**config.mk**
```make
export PLATFORM = sky130hd
export DESIGN_NAME = i2c_txn_arbiter
export DESIGN_NICKNAME = d
export VERILOG_FILES = /design/src/rtl/i2c_txn_arbiter.sv
export SDC_FILE = /design/constraint.sdc
export NUM_CORES = 1
export LEC_CHECK = 0
export ABC_AREA = 1
export CAP_MARGIN = 0
export CORE_MARGIN = 3
export CORE_UTILIZATION = 25
export CTS_CLUSTER_DIAMETER = 40
export CTS_CLUSTER_SIZE = 25
export DETAILED_ROUTE_END_ITERATION = 16
export PLACE_DENSITY = 0.61
export SLEW_MARGIN = 0
export SYNTH_ARGS = -nofsm -noshare
export SYNTH_HDL_FRONTEND = slang
export SYNTH_SLANG_ARGS = --single-unit
```
**constraint.sdc**
```tcl
create_clock -name clk -period 3.2 [get_ports clk]
set_clock_uncertainty 0.15 [all_clocks]
set_input_delay 0.48 -clock clk [delete_from_list [all_inputs] [get_ports clk]]
set_output_delay 0.48 -clock clk [all_outputs]
set_load 0.005 [all_outputs]
```
**src/rtl/i2c_txn_arbiter.sv**
```systemverilog
// rtl/i2c_txn_arbiter.sv - round-robin arbiter sequencing NUM_REQ requesters onto one I2C master
// Optional WAIT-state watchdog with master abort is built when I2C_ARB_TIMEOUT_EN is defined.
module i2c_txn_arbiter #(
  parameter int NUM_REQ  = 4,
  parameter int ADDR_LEN = 7,
  parameter int DATA_LEN = 8,
  parameter int TIMEOUT  = 1023
) (
  input  logic                         clk,
  input  logic                         rst,
  input  logic [NUM_REQ-1:0]           req,
  input  logic [NUM_REQ*ADDR_LEN-1:0]  req_addr,
  input  logic [NUM_REQ-1:0]           req_rw,
  input  logic [NUM_REQ*DATA_LEN-1:0]  req_wdata,
  output logic [NUM_REQ-1:0]           gnt,
  output logic [NUM_REQ-1:0]           rsp_valid,
  output logic [DATA_LEN-1:0]          rsp_rdata,
  output logic                         rsp_err,
  output logic                         m_start,
  output logic [ADDR_LEN-1:0]          m_addr,
  output logic                         m_rw,
  output logic [DATA_LEN-1:0]          m_wdata,
  output logic                         m_abort,
  input  logic                         m_busy,
  input  logic                         m_done,
  input  logic                         m_ack_err,
  input  logic [DATA_LEN-1:0]          m_rdata
);
  localparam int PW = $clog2(NUM_REQ);

  if (NUM_REQ < 2 || NUM_REQ > 8 || TIMEOUT < 1 || TIMEOUT > 65535) begin : g_bad_cfg
    $error("i2c_txn_arbiter: parameter out of range");
  end

  typedef enum logic [1:0] {S_IDLE, S_ISSUE, S_WAIT, S_DONE} state_t;

  state_t               state, state_n;
  logic [PW-1:0]        ptr, ptr_n, gidx, gidx_n, win, cand;
  logic                 win_vld;
  logic [NUM_REQ-1:0]   gnt_n, rsp_valid_n;
  logic [DATA_LEN-1:0]  rsp_rdata_n, m_wdata_n;
  logic [ADDR_LEN-1:0]  m_addr_n;
  logic                 rsp_err_n, m_start_n, m_rw_n;
`ifdef I2C_ARB_TIMEOUT_EN
  logic [15:0]          cnt, cnt_n;
  logic                 m_abort_n;
`endif

  // First requesting index after ptr, wrapping; the last winner ends up lowest priority.
  always_comb begin
    win     = '0;
    win_vld = 1'b0;
    cand    = '0;
    for (int k = 1; k <= NUM_REQ; k++) begin
      cand = PW'((int'(ptr) + k) % NUM_REQ);
      if (!win_vld && req[cand]) begin
        win_vld = 1'b1;
        win     = cand;
      end
    end
  end

  always_comb begin
    state_n     = state;
    ptr_n       = ptr;
    gidx_n      = gidx;
    gnt_n       = gnt;
    m_start_n   = m_start;
    m_addr_n    = m_addr;
    m_rw_n      = m_rw;
    m_wdata_n   = m_wdata;
    rsp_valid_n = '0;
    rsp_rdata_n = rsp_rdata;
    rsp_err_n   = rsp_err;
`ifdef I2C_ARB_TIMEOUT_EN
    cnt_n       = cnt;
    m_abort_n   = 1'b0;
`endif
    case (state)
      S_IDLE: begin
        gnt_n     = '0;
        m_start_n = 1'b0;
        if (win_vld) begin
          gidx_n    = win;
          gnt_n     = NUM_REQ'(1) << win;
          m_addr_n  = req_addr[win*ADDR_LEN +: ADDR_LEN];
          m_rw_n    = req_rw[win];
          m_wdata_n = req_wdata[win*DATA_LEN +: DATA_LEN];
          m_start_n = 1'b1;
          state_n   = S_ISSUE;
        end
      end
      S_ISSUE: begin
        if (m_busy) begin
          m_start_n = 1'b0;
          if (m_done) begin
            rsp_valid_n = gnt;
            rsp_rdata_n = m_rw ? m_rdata : '0;
            rsp_err_n   = m_ack_err;
            state_n     = S_DONE;
          end else begin
`ifdef I2C_ARB_TIMEOUT_EN
            cnt_n = '0;
`endif
            state_n = S_WAIT;
          end
        end
      end
      S_WAIT: begin
        if (m_done) begin
          rsp_valid_n = gnt;
          rsp_rdata_n = m_rw ? m_rdata : '0;
          rsp_err_n   = m_ack_err;
          state_n     = S_DONE;
        end
`ifdef I2C_ARB_TIMEOUT_EN
        // Counting this cycle, TIMEOUT WAIT cycles have elapsed; a same-cycle m_done wins above.
        else if (cnt + 16'd1 == 16'(TIMEOUT)) begin
          m_abort_n   = 1'b1;
          rsp_valid_n = gnt;
          rsp_rdata_n = '0;
          rsp_err_n   = 1'b1;
          state_n     = S_DONE;
        end else begin
          cnt_n = cnt + 16'd1;
        end
`endif
      end
      S_DONE: begin
        ptr_n   = gidx;
        gnt_n   = '0;
        state_n = S_IDLE;
      end
      default: state_n = S_IDLE;
    endcase
  end

  always_ff @(posedge clk) begin
    if (rst) begin
      state     <= S_IDLE;
      ptr       <= PW'(NUM_REQ - 1);
      gidx      <= '0;
      gnt       <= '0;
      m_start   <= 1'b0;
      m_addr    <= '0;
      m_rw      <= 1'b0;
      m_wdata   <= '0;
      rsp_valid <= '0;
      rsp_rdata <= '0;
      rsp_err   <= 1'b0;
    end else begin
      state     <= state_n;
      ptr       <= ptr_n;
      gidx      <= gidx_n;
      gnt       <= gnt_n;
      m_start   <= m_start_n;
      m_addr    <= m_addr_n;
      m_rw      <= m_rw_n;
      m_wdata   <= m_wdata_n;
      rsp_valid <= rsp_valid_n;
      rsp_rdata <= rsp_rdata_n;
      rsp_err   <= rsp_err_n;
    end
  end

`ifdef I2C_ARB_TIMEOUT_EN
  always_ff @(posedge clk) begin
    if (rst) begin
      cnt     <= '0;
      m_abort <= 1'b0;
    end else begin
      cnt     <= cnt_n;
      m_abort <= m_abort_n;
    end
  end
`else
  assign m_abort = 1'b0;
`endif

endmodule

```
; ---- Yosys cells after proc, flatten, opt, wreduce, memory -nomap -nowiden
; Cells that the tools add are included.
[classes]
n_reduce_logical = 14
mux = 38
n_lt_le_gt_ge = 5
eq_ne = 6
multipliers = 1
addsub = 4
n_shift = 3
[ops]
columns = operator, count
row1 = $shiftx 32x6->8, 1
row2 = $shiftx 28x6->7, 1
row3 = $mux 8, 3
row4 = $pmux 4 s2, 2
row5 = $pmux 8 s2, 1
row6 = $lt 2x3->1 const B, 5
row7 = $mux 1, 14
row8 = $mux 2, 7
row9 = $mux 4, 3
row10 = $bmux 1 s2, 5
row11 = $pmux 2 s4, 1
row12 = $ne 2x2->1 const B, 3
row13 = $reduce_and 2->1, 3
row14 = $reduce_bool 2->1, 3
row15 = $mul 2x3->5 const B, 1
row16 = $add 2x1->2 const B, 2
row17 = $add 2x2->2 const B, 2
row18 = $eq 2x2->1 const B, 2
row19 = $pmux 1 s2, 2
row20 = $shl 1x2->4 const A, 1
row21 = $logic_and 1x1->1, 3
row22 = $logic_not 1->1, 3
row23 = $reduce_and 3->1, 1
row24 = $eq 2x1->1 const B, 1
row25 = $logic_not 2->1, 1
[totals]
regBits = 40
wordCells = 82
output_inout_bits = 35
in_bits = 81

; ---- Logic depth before layout (Yosys ltp)
; Gate-level depths: netlist (run 1).
[depth]
word_depth = 16
depth_mapped = 18
mapped_depth_nobuf = 15

; ---- Least setup slack after synthesis (run 1)
; OpenSTA, ideal clock, no wires.
[synth_path]
path_type = input port to flip-flop
from = input port req[3]
to = register m_addr[0]
path_buffers = 2
t_arrival_ns = 1.643
setup_ns = 0.109
setup_slack_ns = 1.299
path_stages = 16
required_time_ns = 2.941
path_cell_list = nand2_1 -> nand2_1 -> nand2_1 -> nand2_1 -> nor2_4 -> nand3_2 -> nand2_4 -> nand2_4 -> buf_12 -> buf_6 -> nand2_1 -> nand2_1 -> nand2_1 -> nand3_1 -> nand2_1 -> inv_1
[synth_via]
elab_chain_cells = 14
elab_cells_between_ends = 25
[synth_lines]
columns = item, line
row1 = from (decl), 11  ; input logic [NUM_REQ-1:0] req,
row2 = $bmux 1 s2, 56  ; if (!win_vld && req[cand]) begin
row3 = $mux 1 (not written as such), 56
row4 = $mux 1, 56
row5 = $logic_not 1->1, 56
row6 = $logic_and 1x1->1, 56
row7 = $mux 1, 56
row8 = $logic_not 1->1, 56
row9 = $logic_and 1x1->1, 56
row10 = $mux 1, 56
row11 = $logic_not 1->1, 56
row12 = $logic_and 1x1->1, 56
row13 = $mux 2, 56
row14 = $mul 2x3->5, 86  ; m_addr_n = req_addr[win*ADDR_LEN +: ADDR_LEN];
row15 = $shiftx 28x6->7, 86
row16 = to (signal assigned), 157  ; m_addr <= m_addr_n;
row17 = to (decl), 20  ; output logic [ADDR_LEN-1:0] m_addr,
; Parallel ways exist; a longest one is shown, timed or not. The select of a mux whose other input is x is not followed.
; A chain may end at the register's enable or synchronous reset.

; ---- Final worst setup path (run 1)
[layout_path]
from = input port req[1]
to = register m_wdata[4]
[layout_via]
elab_chain_cells = 13
elab_cells_between_ends = 24
[layout_lines]
columns = item, line
row1 = $bmux 1 s2, 56
row2 = $mux 1 (not written as such), 56
row3 = $mux 1, 56
row4 = $logic_not 1->1, 56
row5 = $logic_and 1x1->1, 56
row6 = $mux 1, 56
row7 = $logic_not 1->1, 56
row8 = $logic_and 1x1->1, 56
row9 = $mux 1, 56
row10 = $logic_not 1->1, 56
row11 = $logic_and 1x1->1, 56
row12 = $mux 2 / $mux 1 (equally long branches), 56
row13 = $shiftx 32x6->8 / $reduce_and 2->1 (equally long branches), n/a
row14 = to (signal assigned), 159  ; m_wdata <= m_wdata_n;
row15 = to (decl), 22  ; output logic [DATA_LEN-1:0] m_wdata,
; Parallel ways exist; a longest one is shown, timed or not. The select of a mux whose other input is x is not followed.

==> metrics.md, run 1 <==
| Metric | Value |
|---|---|
| Pin count of the biggest net entering global routing | `37` |
| RSZ-0062 raised after global routing | `no` |
| Count of cell types in the netlist | `35` |
| Internal power | `0.00157 W` |
| Worst Path Buf+Inv | `2` |
| Post-CTS Setup Bufs | `0` |
| Fmax achieved | `~400 MHz` |
| Core Rows | `35` |
| Syn_area_per_cell | `6.37 sq um` |
| IO Count | `116` |
| Synth Area in Compound Gates | `8.92%` |
| First-pass GRT wire length | `12.6 mm` |
| CTS Hold Bufs | `0` |
| GP Congestion | `0.829` |
| CTS tree | `yes` |
| Multiplexer share of the synthesized area | `0%` |
| Slew @ Worst Pin | `0.577 ns` |
| Vias per inst | `about 4.5` |
| VDD IR max | `approximately 0.24 mV` |
| Post-synthesis simple-gate area fraction | `approximately 46%` |
| Vias in the first global route | `2657` |
| Leak | `between 1.5 and 2 nW` |
| Crit share post-route | `79.3%` |
| P_sw | `around 0.0013 W` |
| Number of H-tree levels | `2` |
| HP Class | `register to register` |
| Drt first pass iters | `5` |
| Max-Cap Viols | `0` |
| Adder-Cell Fraction of Synth Area | `under 10%` |
| Clock power frac | `14.7%` |
| Startpoint types | `input pin` |
| CP peak stage delay | `approximately 0.5 ns` |
| Detailed-placement wirelength estimate | `5.73 mm` |
| WL final | `7.64 mm` |
| Sequential share of the synthesized area | `32.8%` |
| Crit path time final | `2.54 ns` |
| # port buffers | `around 110` |
| Setup TNS Final | `0 ns` |
| Clk pin slew, worst setup/hold paths | `0.08 ns` |
| Drt drc | `0` |
| Synth Register Bits | `40` |
| Util after Layout | `40.1%` |
| Required @ worst endpoint | `between 3 and 4 ns` |
| Initial Util | `26.0%` |
| Cells after Synth | `about 380` |
| Cell area power density | `770 nW/um^2` |
| Die width | `roughly 100 microns` |
| Fin nets | `~570` |
| Clk Latency, worst-skew pair | `roughly 0.29 ns` |
| Share of cells above drive strength 1 | `6.94%` |
| Grt total ovfl | `0` |
| CTS root buf | `clkbuf_8` |
| Main combinational cell family by area after synthesis | `simple AND/OR/NAND/NOR gates` |
| Most frequent cells in the layout | `nand2_1, clkdlybuf4s50_1, nand3_1, nor2_1, dfxtp_1` |
| DIE HEIGHT | `105 microns` |
| Critical path type | `input pin to register` |
| CTS sink cnt | `40` |
| Syn Std Cell Area | `2440 sq um` |
| Initial antenna violation count | `0` |
| CP endpoint kind | `register` |
| Sw Ratio | `roughly 46%` |
| CTS-repair resized insts | `0` |
| Total number of vias | `2795` |
| Gr usage total | `13.7%` |
| Rel. slew slack | `61.5%` |
| Post-Synth XOR/XNOR Area | `0%` |
| Status | `finished clean` |
| Inserted Clock Buffers | `5` |
| Antenna diode count | `0` |
| Routed Antenna Nets | `0` |
| CP dominant cell by count | `nand3_1` |
| Die ar. | `11000 sq um` |
| Synth warnings | `0` |
| Initial drt markers | `between 90 and 100` |
| Final setup violation count | `0` |
| Crit path DAT | `between 2 and 3 ns` |
| Part of the power in combinational logic | `59.9%` |
| Fin. max-slew vios | `0` |
| Critical path's slowest cell | `clkdlybuf4s50_1` |
| Post-Synthesis Net Count | `468` |
| Crit path cell chain | `clkdlybuf4s50_1 > nand2_1 > nand3_1 > nand2_1 > a21oi_2 > nand2_2 > nand2_4 > buf_4 > nand3_1 > nand3_1 > nor2_1 > nor2_1` |
| Layout Area Growth over Synthesis | `53.9%` |
| Sequential Power Share | `25.4%` |
| Hold Fails Final Rpt | `0` |
| Most common cell after layout, fill and taps aside | `nand2_1` |
| Kind of cell adding the most delay to the critical path | `simple AND/OR/NAND/NOR gates` |
| Crit path max fanout | `25` |
| Power Total | `around 0.0029 W` |
| Routed wire per std cell | `between 10 and 15 microns` |
| Core Region | `between 9000 and 10000 sq um` |
| Clk buf depth | `2` |
-- cells by family (layout without fill, tap and decap cells) --
kind of cell	after synthesis	in the layout
compound gates	40	40
simple gates	250	250
other cells	1	1
buf+inv	48	155
fa+ha+maj	4	4
flops	40	40
-- registers in the layout, summed over array words and instances, names as in the netlist, 2 cells and up --
name,flops
gidx,2
gnt,4
m_addr,7
m_wdata,8
ptr,2
rsp_rdata,8
rsp_valid,4
state,2
-- metal layers --
| layer | vias to the layer above | wire [microns] | GRT usage (%) |
|---|---|---|---|
| met5 | - | 0 | 0 |
| met4 | 0 | 141 | 4.22 |
| met3 | 15 | 466 | 3.27 |
| met2 | 103 | 3680 | 22.8 |
| met1 | 1234 | 3360 | 17.6 |
| li1 | 1443 | - | - |
-- final timing paths --
kind	to	start	slack (ns)	depth (start not counted)
max	m_wdata[4]	req[1]	0.66	12
min	rsp_rdata[5]	rsp_rdata[5]	0.32	2
max reg2reg	m_wdata[4]	ptr[0]	0.68	13
min reg2reg	rsp_rdata[5]	rsp_rdata[5]	0.32	2
-- power by group through the flow --
stage          Combinational, W  Clock (W)  Sequential [W]
2_1_floorplan           0.00126          0        0.000725
3_3_place_gp            0.00170          0        0.000743
3_5_place_dp            0.00174          0        0.000742
4_1_cts                 0.00175   0.000443        0.000734
5_1_grt                 0.00197   0.000462        0.000752
6_report                0.00173   0.000426        0.000734
-- stage by stage --
step / hold WS, ns / worst slack [ns] / instances / cell area (sq um)
after floorplan: 0.287 / 1.30 / 383 / 2440
after global placement: 0.303 / 0.473 / 611 / 3640
after detailed placement: 0.307 / 0.404 / 611 / 3640
after CTS: 0.320 / 0.687 / 619 / 3760
after global routing: 0.346 / 0.439 / 619 / 3760
final: 0.315 / 0.664 / 619 / 3760
-- worst reg2reg max path, delay by kind of cell, from the launching register on --
kind | cells | cell delay [ns]
and+or+nand+nor | 10 | 1.24
buffers and inverters | 2 | 0.38
DFF | 1 | 0.55
AOI/OAI and AO/OA | 1 | 0.14
-- cell usage after synthesis --
master / number / area, sq um
buf_2: 8 / 40.0
buf_1: 1 / 3.75
o21ai_0: 15 / 75.1
a211oi_1: 1 / 7.51
nor2_4: 3 / 33.8
nor2_1: 45 / 169
conb_1: 1 / 3.75
ha_1: 4 / 50.1
nand4_1: 3 / 18.8
buf_4: 2 / 15.0
a21oi_1: 17 / 85.1
dfxtp_1: 40 / 801
inv_1: 24 / 90.1
nand2_2: 7 / 43.8
buf_6: 3 / 33.8
inv_2: 4 / 15.0
nor2_2: 1 / 6.26
a21boi_0: 1 / 7.51
a31oi_1: 1 / 6.26
o211ai_1: 1 / 7.51
nand3_1: 66 / 330
nand3b_1: 1 / 7.51
buf_12: 1 / 20.0
nand2_1: 118 / 443
nand2_4: 3 / 33.8
clkinv_1: 1 / 3.75
o22ai_1: 1 / 6.26
nor3_2: 1 / 10.0
inv_6: 1 / 8.76
a311oi_1: 1 / 8.76
a21oi_2: 1 / 8.76
nand3_2: 1 / 10.0
nor2_8: 1 / 20.0
o21ai_1: 1 / 5.00
clkbuf_1: 3 / 11.3
-- cell type report --
type	count	area, sq um
Inverter	30	118
Multi-Input combinational cell	295	1400
Tap cell	129	161
Clock inverter	3	46.3
Sequential cell	40	801
Timing Repair Buffer	117	1160
Fill cell	1011	5620
Clock buffer	5	68.8
(Power assumes the default switching activity.)
==> inputs of run 2 (changes only) <==
--- a/config.mk
+++ b/config.mk
@@ -12,7 +12,7 @@
 export CTS_CLUSTER_DIAMETER = 40
 export CTS_CLUSTER_SIZE = 25
 export DETAILED_ROUTE_END_ITERATION = 16
-export PLACE_DENSITY = 0.61
+export PLACE_DENSITY = 0.62
 export SLEW_MARGIN = 0
 export SYNTH_ARGS = -nofsm -noshare
 export SYNTH_HDL_FRONTEND = slang
==> constraint.sdc (replaced) <==
create_clock -name clk -period 2.1 [get_ports clk]
set_clock_uncertainty 0.15 [all_clocks]
set_input_delay 0.315 -clock clk [delete_from_list [all_inputs] [get_ports clk]]
set_output_delay 0.315 -clock clk [all_outputs]
set_load 0.005 [all_outputs]
==> metrics.md, run 2 (same netlist as run 1, synthesis figures left out) <==
| Metric | Value |
|---|---|
| Status | `finished clean` |
| Sw Ratio | `between 40% and 50%` |
| Top Usage Layer GRT | `met2` |
| Clk pin slew, worst setup/hold paths | `0.08 ns` |
| GP Congestion | `0.825` |
| CTS sink cnt | `40` |
| Max-Cap Viols | `0` |
| Crit path cell chain | `inv_8 > nand2_4 > nand2_4 > nand2_4 > nand2_4 > nor2_4 > nand3_2 > nand2_4 > nand2_8 > buf_12 > buf_12 > nand3_1 > nand3_1 > nor2_1 > nor2_1` |
| Met1 global-route usage | `17.0%` |
| Crit path time final | `2.00 ns` |
| CP peak stage delay | `approximately 0.42 ns` |
| Final setup violation count | `0` |
| Internal power | `0.00274 W` |
| Initial drt markers | `between 50 and 60` |
| CTS tree | `yes` |
| Sequential Power Share | `about 23%` |
| Fin area | `4080 sq um` |
| Cell area power density | `1190 nW/um^2` |
| Clk buf depth | `2` |
| Fin. max-slew vios | `0` |
| Critical path's slowest cell | `dfxtp_4` |
| Inserted Clock Buffers | `5` |
| # fillers | `967` |
| Register area | `808 sq um` |
| Fmax achieved | `499 MHz` |
| Largest registers | `m_wdata x8, rsp_rdata x8, m_addr x7` |
| Vias in the first global route | `roughly 2.7k` |
| P_sw | `0.00211 W` |
| Worst Path Buf+Inv | `3` |
| Initial Util | `between 20% and 30%` |
| Core Rows | `35` |
| Required @ worst endpoint | `~2.1 ns` |
| Routed wire per std cell | `roughly 12 microns` |
| Crit path max fanout | `11` |
| # port buffers | `114` |
| Antenna diode count | `0` |
| Part of the power in combinational logic | `66.6%` |
| Hold Fails Final Rpt | `0` |
| Area occupied by multi-input gates | `1480 sq um` |
| VDD IR max | `0.431 mV` |
| Startpoint types | `register` |
| Leak | `~1.8 nW` |
| First-pass GRT wire length | `12.6 mm` |
| DIE HEIGHT | `approximately 100 microns` |
| Vias per inst | `between 4 and 5` |
| Area post-placement | `3800 sq um` |
| Met3 Use GR | `3.52%` |
| Die ar. | `roughly 11000 sq um` |
| Setup TNS Final | `0 ns` |
| Die width | `approximately 100 microns` |
| Power Total | `0.00485 W` |
| CTS Hold Bufs | `0` |
| Most frequent cells in the layout | `clkdlybuf4s50_1, nand2_1, nand3_1, nor2_1, dfxtp_1` |
| Crit path DAT | `roughly 2.0 ns` |
| WL final | `a little under 8 mm` |
| Most common cell after layout, fill and taps aside | `clkdlybuf4s50_1` |
| Share of cells above drive strength 1 | `14.0%` |
| Number of H-tree levels | `2` |
| Drt first pass iters | `4` |
| Kind of cell adding the most delay to the critical path | `simple AND/OR/NAND/NOR gates` |
| IO Count | `116` |
| Drt drc | `0` |
| CTS root buf | `clkbuf_8` |
| GR met2 Demand/Resource | `23.3%` |
| Hold slack | `0.316 ns` |
| CP endpoint kind | `register` |
| Initial antenna violation count | `0` |
| HP Class | `register to register` |
| CP dominant cell by count | `nand2_4` |
| RSZ-0062 raised after global routing | `yes` |
| Total number of vias | `2827` |
| Gr usage total | `13.7%` |
| Routed Antenna Nets | `0` |
| Detailed-placement wirelength estimate | `6.02 mm` |
| Core Region | `9370 sq um` |
| Critical path type | `register to register` |
| Clock power frac | `10.4%` |
| Grt total ovfl | `0` |
| Layout Area Growth over Synthesis | `67.1%` |
| Clk Latency, worst-skew pair | `0.29 ns` |
| Crit share post-route | `95.4%` |
| Pin count of the biggest net entering global routing | `24` |
| Fin nets | `597` |
-- run 2: repair_timing --
item                                    in CTS  in global routing
cloned                                       0                  0
pin swaps                                    0                 17
gates resized for setup                      1                 35
endpoints found under the setup margin      20                 23
setup buffers                                0                  8
-- run 2: worst paths after layout --
| check | cells past startpoint | endpoint | slack (ns) | start |
|---|---|---|---|---|
| setup / recovery | 15 | m_wdata[1] | 0.1 | ptr[0] |
| hold / removal | 2 | rsp_rdata[7] | 0.32 | rsp_rdata[7] |
| setup reg to reg | 15 | m_wdata[1] | 0.1 | ptr[0] |
| hold reg to reg | 2 | rsp_rdata[7] | 0.32 | rsp_rdata[7] |
-- run 2: layout make-up --
cell class              instances  share of cell area [%]
multi-input cells             295                    36.3
repair buffers                140                    34.7
flip-flops and latches         40                    19.8
well taps                     129                    3.96
inverters                      30                    3.07
clock buffers                   5                    1.69
clock inverters                 3                   0.460
-- run 2: worst register-to-register path: cells and delay by family (launching register included) --
| kind | cells | cell delay [ns] |
|---|---|---|
| buffers and inverters | 3 | 0.34 |
| DFF | 1 | 0.42 |
| and+or+nand+nor | 12 | 0.97 |
-- run 2: stage by stage --
| step | util [%] | instances | worst slack (ns) |
|---|---|---|---|
| 2_1_floorplan | - | 383 | 0.222 |
| 3_3_place_gp | 40.6 | 626 | -0.209 |
| 3_5_place_dp | 40.6 | 626 | -0.241 |
| 4_1_cts | 41.5 | 634 | 0.0157 |
| 5_1_grt | 43.5 | 642 | -0.0679 |
| 6_report | 43.5 | 642 | 0.0967 |
-- run 2: routing by layer --
| metal | part of all wire, % | vias up | wire length (microns) |
|---|---|---|---|
| met5 | 0 | - | 0 |
| met3 | 5.7 | 12 | 447 |
| met1 | 43 | 1245 | 3360 |
| met2 | 50 | 77 | 3860 |
| met4 | 1.5 | 0 | 118 |
| li1 | - | 1493 | - |
-- run 2: power by group through the flow --
stage               logic [W]  registers, W  clock network [W]
floorplan             0.00191       0.00110                  0
global placement      0.00299       0.00112                  0
detailed placement    0.00302       0.00112                  0
CTS                   0.00304       0.00111           0.000527
global route          0.00363       0.00114           0.000560
finish                0.00323       0.00111           0.000505
==> inputs of run 3 (changes only) <==
--- a/config.mk
+++ b/config.mk
@@ -13,7 +13,6 @@
 export CTS_CLUSTER_SIZE = 25
 export DETAILED_ROUTE_END_ITERATION = 16
 export PLACE_DENSITY = 0.62
-export SLEW_MARGIN = 0
 export SYNTH_ARGS = -nofsm -noshare
 export SYNTH_HDL_FRONTEND = slang
 export SYNTH_SLANG_ARGS = --single-unit
==> results of run 3 <==
Same layout as run 2: the final DEF is identical, and so are final timing and power.
==> edit, RTL diff (settings of run 3) <==
Encoding of `state_t`: now one-hot (4 bits for 4 states).
--- a/src/rtl/i2c_txn_arbiter.sv
+++ b/src/rtl/i2c_txn_arbiter.sv
@@ -33,5 +33,5 @@
   end
 
-  typedef enum logic [1:0] {S_IDLE, S_ISSUE, S_WAIT, S_DONE} state_t;
+  typedef enum logic [3:0] {S_IDLE = 4'b0001, S_ISSUE = 4'b0010, S_WAIT = 4'b0100, S_DONE = 4'b1000} state_t;
 
   state_t               state, state_n;
Function: no difference found for any inputs over 10 cycles, from zero or initial values and one cycle with rst high; not proved beyond that.
==> edit against run 3 <==
  * Final area grew 10%
  * Maximum frequency is 3.1% lower
  * Sequential cell count grew 2
  * Synthesized area up 1.2%
  * Worst setup slack lost 0.064 ns
  * Routed wire length grew 8.8%
Power is not compared: it rests on default switching activity, and its combinational part moved more than twofold at a synthesized area within 25%.
==> edit: results (changes against run 3) <==
* Status: finished, final reports clean
* Crit path largest cell delay at 0.45 ns (+0.03 ns)
* Hold path endpoint: rsp_rdata[1]$_SDFFE_PP0P_
* Register area share after synthesis at 0.3404 (+0.01222)
* FF-to-FF End: m_wdata[0]$_SDFFE_PP0P_
* Via Count at 2,934 (+3.8%)
* Placed wire-length estimate at 6.259 mm (+3.9%)
* Synth cell count leaders: nand2_1 (81), nand3_1 (74), dfxtp_1 (42)
* Synth top area cells: dfxtp_1 (34%), nand3_1 (15%), nand2_1 (12%)
* Post-Synthesis Cells at 365 (-4.7%)
* Wire per inst at 13.25 um (+9.1%)
* Synth Area in Adders at 0 (-0.02051)
* Initial DRC Count at 160 (+210%)
* Final net count at 591 (-1.0%)
* Max cap viols at 0 (unchanged)
* Post-synth cell types at 29 (-17%)
* Largest net degree at the start of global routing at 23 (-4.2%)
* Total Routing Usage GR at 0.1443 (+0.007350)
* Inst Count DP at 623 (-0.48%)
* Top delay family on crit path: buffers and inverters
* Vias per inst at 4.584 (+4.1%)
* Worst skew pair latency at 0.30 ns
* Hold Slack at 0.3210 ns (+0.004618 ns)
* First-pass GRT wire length at 13.25 mm (+5.1%)
* Inserted Clock Buffers at 5 (unchanged)
* Reg2Reg Depth at 13 (-2)
* Critical Path AT at 2.12 ns (+0.09 ns)
* Slowest CP cell: dfxtp_4
* Number of global-route vias before repair at 2,831 (+4.6%)
* R2r setup slk at 0.03 ns (-0.06 ns)
* Share of cells above drive strength 1 at 0.2427 (+0.1023)
* Compound-Gate Fraction of Synth Area at 0.08561 (-0.003618)
* Fmax at 0.4837 GHz (-3.1%)
* DP Area at 4019 um2 (+5.7%)
* Final weighted congestion in routability-driven placement at 0.8413 (+2.0%)
## edit: cell count changes after synthesis, moves of 8 or more
| cell | run 3 | this run |
|---|---|---|
| nand2_1 | 118 | 81 |
| nand3_1 | 66 | 74 |
| inv_1 | 24 | 16 |
| nand3_2 | 1 | 12 |
| nor2_1 | 45 | 33 |
| nor2_2 | 1 | 9 |
## edit: layer usage
layer | GRT usage | up-vias | share of wire | routed length (um)
met5 | 0 | - | 0 | 0
met4 | 0.04405 | 0 | 0.014 | 115
met3 | 0.03491 | 11 | 0.062 | 529
met2 | 0.2427 | 90 | 0.48 | 4054
met1 | 0.1816 | 1338 | 0.45 | 3777
li1 | - | 1495 | - | -
## edit: repair_timing
action / CTS / global route
buffers inserted: 4 / 2
gates cloned: 0 / 3
resized for setup: 15 / 65
pin swaps: 9 / 25
setup endpoints to repair: 22 / 22
## edit: cells by family (layout without fill, tap and decap cells)
family | after synthesis | after routing
other | 1 | 1
and+or+nand+nor | 237 | 237
DFF | 42 | 42
AOI/OAI and AO/OA | 40 | 40
buffers and inverters | 45 | 191
## edit: final cells by class
| cell class | count | area, um2 |
|---|---|---|
| fill | 901 | 4925 |
| timing repair inverter | 1 | 6.256 |
| tap | 129 | 161.4 |
| clock inverter | 2 | 37.54 |
| multi-input combinational | 278 | 1592 |
| inverter | 22 | 100.1 |
| clock buffer | 6 | 72.57 |
| sequential | 42 | 845.8 |
| timing repair buffer | 160 | 1675 |
## edit: through the flow
stage | power, mW | util
finish | 2.558 | 0.4769
global route | 2.697 | 0.4769
CTS | 2.477 | 0.4472
detailed placement | 1.794 | 0.4268
global placement | 1.786 | 0.4268
floorplan | 1.317 | -
## edit: tightest hold or removal path, stage by stage (launching register included)
cell     delay (ns)
dfxtp_1        0.32
nand2_1        0.06
a21oi_1        0.05
